===== src/rtl/alu_sequencer.sv =====
// Register-file sequencer that drives an external combinational ALU: accept, issue, write back.
// Optional sticky overflow flag output is enabled by defining ALU_SEQUENCER_STICKY_V_EN.
module alu_sequencer #(
   parameter int N_BITS   = 32,
   parameter int RF_DEPTH = 8
) (
   input  logic              clk,
   input  logic              rst,
   input  logic              ld_valid,
   input  logic [2:0]        ld_addr,
   input  logic [N_BITS-1:0] ld_data,
   input  logic              cmd_valid,
   output logic              cmd_ready,
   input  logic [3:0]        cmd_fs,
   input  logic [2:0]        cmd_ra,
   input  logic [2:0]        cmd_rb,
   input  logic [2:0]        cmd_rd,
   output logic [N_BITS-1:0] alu_a,
   output logic [N_BITS-1:0] alu_b,
   output logic              alu_cin,
   output logic [3:0]        alu_fs,
   input  logic [N_BITS-1:0] alu_y,
   input  logic              alu_n,
   input  logic              alu_c,
   input  logic              alu_v,
   input  logic              alu_z,
   output logic              res_valid,
   output logic [N_BITS-1:0] res_data,
   output logic [3:0]        flags
`ifdef ALU_SEQUENCER_STICKY_V_EN
   ,
   output logic              sticky_v
`endif
);

   localparam logic [3:0] FS_ZERO = 4'b1001;

   typedef enum logic [1:0] {IDLE, ISSUE, WB} state_t;

   state_t              state_q, state_d;
   logic                accept;
   logic                wb;
   logic [N_BITS-1:0]   rf_q [RF_DEPTH];
   logic [2:0]          rd_q;
   logic [N_BITS-1:0]   alu_a_q, alu_b_q, res_data_q;
   logic [3:0]          alu_fs_q, flags_q;
   logic                alu_cin_q, res_valid_q;

   always_ff @(posedge clk or posedge rst) begin
      if (rst) state_q <= IDLE;
      else     state_q <= state_d;
   end

   always_comb begin
      state_d   = state_q;
      cmd_ready = 1'b0;
      accept    = 1'b0;
      case (state_q)
         IDLE: begin
            cmd_ready = 1'b1;
            if (cmd_valid) begin
               accept  = 1'b1;
               state_d = ISSUE;
            end
         end
         ISSUE:   state_d = WB;
         WB:      state_d = IDLE;
         default: state_d = IDLE;
      endcase
   end

   assign wb = (state_q == WB);

   // Entry 0 is never written, so it reads as zero without a read-side mux.
   // WB write comes after the load so it wins on a same-register collision.
   always_ff @(posedge clk or posedge rst) begin
      if (rst) begin
         for (int i = 0; i < RF_DEPTH; i++) rf_q[i] <= '0;
         rd_q        <= '0;
         alu_a_q     <= '0;
         alu_b_q     <= '0;
         alu_fs_q    <= FS_ZERO;
         alu_cin_q   <= 1'b0;
         res_data_q  <= '0;
         res_valid_q <= 1'b0;
         flags_q     <= '0;
      end else begin
         res_valid_q <= wb;
         if (ld_valid && ld_addr != 3'd0) rf_q[ld_addr] <= ld_data;
         if (accept) begin
            alu_a_q   <= rf_q[cmd_ra];
            alu_b_q   <= rf_q[cmd_rb];
            alu_fs_q  <= cmd_fs;
            alu_cin_q <= flags_q[2];
            rd_q      <= cmd_rd;
         end
         if (wb) begin
            if (rd_q != 3'd0) rf_q[rd_q] <= alu_y;
            res_data_q <= alu_y;
            flags_q    <= {alu_n, alu_c, alu_v, alu_z};
         end
      end
   end

`ifdef ALU_SEQUENCER_STICKY_V_EN
   logic sticky_q;

   // A zero op reaching WB clears the sticky bit even if it reports overflow.
   always_ff @(posedge clk or posedge rst) begin
      if (rst) begin
         sticky_q <= 1'b0;
      end else if (wb) begin
         if (alu_fs_q == FS_ZERO) sticky_q <= 1'b0;
         else if (alu_v)          sticky_q <= 1'b1;
      end
   end

   assign sticky_v = sticky_q;
`endif

   assign alu_a     = alu_a_q;
   assign alu_b     = alu_b_q;
   assign alu_fs    = alu_fs_q;
   assign alu_cin   = alu_cin_q;
   assign res_valid = res_valid_q;
   assign res_data  = res_data_q;
   assign flags     = flags_q;

endmodule

===== config.mk =====
export PLATFORM = sky130hd
export DESIGN_NAME = alu_sequencer
export DESIGN_NICKNAME = d
export VERILOG_FILES = /design/src/rtl/alu_sequencer.sv
export SDC_FILE = /design/constraint.sdc
export NUM_CORES = 1
export LEC_CHECK = 0
export ABC_AREA = 1
export BUFFER_PORTS_ARGS = -buffer_cell sky130_fd_sc_hd__buf_2
export CELL_PAD_IN_SITES_DETAIL_PLACEMENT = 1
export CELL_PAD_IN_SITES_GLOBAL_PLACEMENT = 2
export CORE_ASPECT_RATIO = 1.1
export CORE_UTILIZATION = 34
export DETAILED_ROUTE_END_ITERATION = 6
export GPL_TIMING_DRIVEN = 0
export PLACE_DENSITY = 0.93
export SYNTH_ARGS = -nofsm -noshare
export SYNTH_HDL_FRONTEND = slang
export SYNTH_SLANG_ARGS = --single-unit

===== constraint.sdc =====
create_clock -name clk -period 15.4 [get_ports clk]
set_input_delay 0.77 -clock clk [delete_from_list [all_inputs] [get_ports clk]]
set_output_delay 0.77 -clock clk [all_outputs]
set_load 0.03 [all_outputs]

==> results by group <==
Status
  – Status: finished clean

Placement
  – Global placement routability congestion: 0.917
  – PortBufs: 192
  – Post-Place Setup Slack: 12.76 ns
  – Detail Placement HPWL: 71300 um

Global route
  – First-pass GRT wire length: 149000 um
  – GRT Util Overall: 32.6%
  – Largest net degree at the start of global routing: 121
  – Remaining Overflow, GRT: 0
  – Number of global-route vias before repair: 23600
  – Initial antenna violation count: 1

Logic synthesis
  – Post-synthesis register bit count: 367
  – Post-Syn Area: 20500 um^2
  – Ys async rst share: 100%
  – Synth warn: 0
  – Syn_area_per_cell: 6.94 um^2
  – Seq/Total Area, Yosys: 44.7%
  – Most numerous cell in the Yosys netlist: nand2_1
  – Yosys cell types: 21
  – Proportion of netlist area held by the largest area contributor: 44.5%
  – EDFF count, synth: 0
  – Synth area leaders: dfrtp_1 44%, nand2_1 18%, nand3_1 12%
  – Syn Inst Count: 2960
  – Area leader, netlist: dfrtp_1
  – Post-synth top cells: 1003 x nand2_1, 480 x nand3_1, 365 x dfrtp_1
  – Mapped Nets: 3048
  – Primary FF master, synth: dfrtp_1

Clock network
  – Maximum buffer depth of the clock tree: 3
  – TritonCTS Buffers: 43
  – Post-CTS Setup Inserts: 0
  – Hold-fix buffers at CTS: 0
  – Worst skew pair latency: 0.60 ns
  – Resized cells post-CTS: 0
  – Clk slew on worst S/H paths: 0.06 ns
  – Root Driver: clkbuf_16
  – Clock sink count: 367
  – Htree depth: 2
  – CTS tree: done

Worst setup path
  – Critical path type: in -> reg
  – Reg-to-reg endpoint: alu_a[1]
  – Crit path max-delay family: buffers and inverters
  – R2r setup slk: 13.35 ns
  – CP bufs+invs: 3
  – Reg2reg start: state_q[1]
  – Worst Path Required: 15.89 ns
  – Critical path fanouts, max: 10
  – CP max-delay cell: buf_1
  – Crit path DAT: 2.68 ns
  – Worst setup SP type: input port
  – CP cell instances: buf_2 -> nand2_1 -> inv_2 -> nand2_2 -> buf_1 -> o211ai_1 -> o21ai_0
  – R2R cell count: 5
  – Critical path endpoint category: flip-flop
  – Critical path's largest stage delay: 0.87 ns

Power
  – Pwr dens: 165 nW/um^2
  – Maximum vdd drop: 75.6 uV
  – Leak Pwr: 12.8 nW

Die
  – Area of the die: 61400 um^2
  – Starting Density: 34.4%
  – I/O pin count: 195
  – Die width: 236 um
  – DIE HEIGHT: 260 um
  – Core Footprint: 59700 um^2
  – Cell row count: 94

Timing
  – Final setup viols: 0
  – Fmax: 458 MHz
  – Max_slew headroom: 26.2%
  – Final setup margin: 13.22 ns
  – Tightest Pin Transition: 1.11 ns
  – Final Max Slew Viols: 0
  – RSZ-0062 raised after global routing: no
  – Fin crit share: 14.2%
  – Skew final: 0.0350 ns
  – Post-layout min period: 2.18 ns
  – Final hold violations: 0

Routing
  – Final WL: 100000 um
  – Initial DRT Pass Iterations: 6
  – Drt wl/cell: 25.1 um
  – Via density: 5.65
  – Iteration-0 DRC count of the detailed router: 2000
  – Remaining antenna violation count: 0
  – DRC: 0
  – Vias post-DR: 22600

Worst hold path
  – Hold WC Path Type: in -> async

Cells and area
  – Fin nets: 3288
  – N_diodes: 0
  – Fillers: 7701
  – Utilization after layout: 40.0%
  – Share of cells above drive strength 1: 12.3%
  – Area Overhead vs Synth: 16.5%

Job
  – Max-Cap Viols: 0
[sequential cells by signal (all words and copies together) (netlist names), 2 cells and up]
register and cells:
rf_q 256, alu_a 32, alu_b 32, res_data 32
alu_fs 4, flags 4, rd_q 3, state_q 2
[metal layers]
metal  GRT usage [%]  vias up  share of wire, %
met5               0        -             0.015
met1            41.0    11200                40
li1                -     9890                 -
met4            19.5        2               6.4
met2            51.9     1095                45
met3            6.38      342               8.2
[layout make-up]
| class | count | area [um^2] | share of cell area [%] |
|---|---|---|---|
| flip-flops and latches | 367 | 9190 | 38.4 |
| multi-input cells | 2019 | 9020 | 37.7 |
| clock inverters | 11 | 75.1 | 0.314 |
| well taps | 768 | 961 | 4.02 |
| repair buffers | 195 | 1040 | 4.36 |
| plain buffers | 234 | 1040 | 4.37 |
| clock buffers | 63 | 1300 | 5.45 |
| inverters | 340 | 1280 | 5.37 |
[worst max path at each step]
stage / from / endpoint / slack (ns) / depth (start not counted)
4_1_cts: state_q[1] / cmd_ready / 13.24 / 2
2_1_floorplan: rst / alu_a[0] / 4.44 / 1
5_1_grt: ld_valid / rf_q[197] / 13.22 / 8
3_3_place_gp: rst / alu_b[28] / -0.28 / 2
3_5_place_dp: ld_valid / rf_q[218] / 12.76 / 7
6_report: ld_valid / rf_q[196] / 13.22 / 7
[through the flow]
stage | cells | instance area (um^2) | setup TNS, ns | total power [mW] | hold WS [ns]
floorplan | 2960 | 20500 | 0 | 2.44 | 0.429
global placement | 3920 | 22500 | -83.23 | 2.82 | 0.440
detailed placement | 3923 | 22500 | 0 | 2.91 | 0.447
CTS | 3997 | 23900 | 0 | 3.95 | 0.204
global route | 3997 | 23900 | 0 | 4.19 | 0.240
finish | 3997 | 23900 | 0 | 3.96 | 0.201
[power by group]
group	switching (mW)	total (mW)	internal, mW	leakage, nW
sequential	0.132	1.43	1.30	4.39
combinational	1.04	1.49	0.449	7.73
clock	0.450	1.03	0.584	0.682
[layout by cell type, fill, tap and decap left out]
cell type   count
buf_1          28
nand2_1      1003
clkinv_8        1
clkbuf_16      44
nor2_2          1
clkinvlp_4      2
clkinv_2        7
nor2_4          2
clkbuf_1       96
nand2_2         8
o21ai_1        66
buf_4           6
nand3_1       480
inv_2           4
dfstp_2         2
clkbuf_8       13
buf_6           1
nor2_1        137
a21oi_1        64
o21ai_0       100
o211ai_1       93
o22ai_1        64
nand2_4         1
inv_6           1
inv_1         335
buf_2         301
dfrtp_1       365
inv_8           1
buf_16          3
[kinds of logic after synthesis]
logic type / after synthesis / synth area share, %
compound gates: 387 / 11.0
buf+inv: 574 / 11.3
flops: 367 / 44.7
simple gates: 1632 / 33.0
Power figures use the tool's default switching activity.
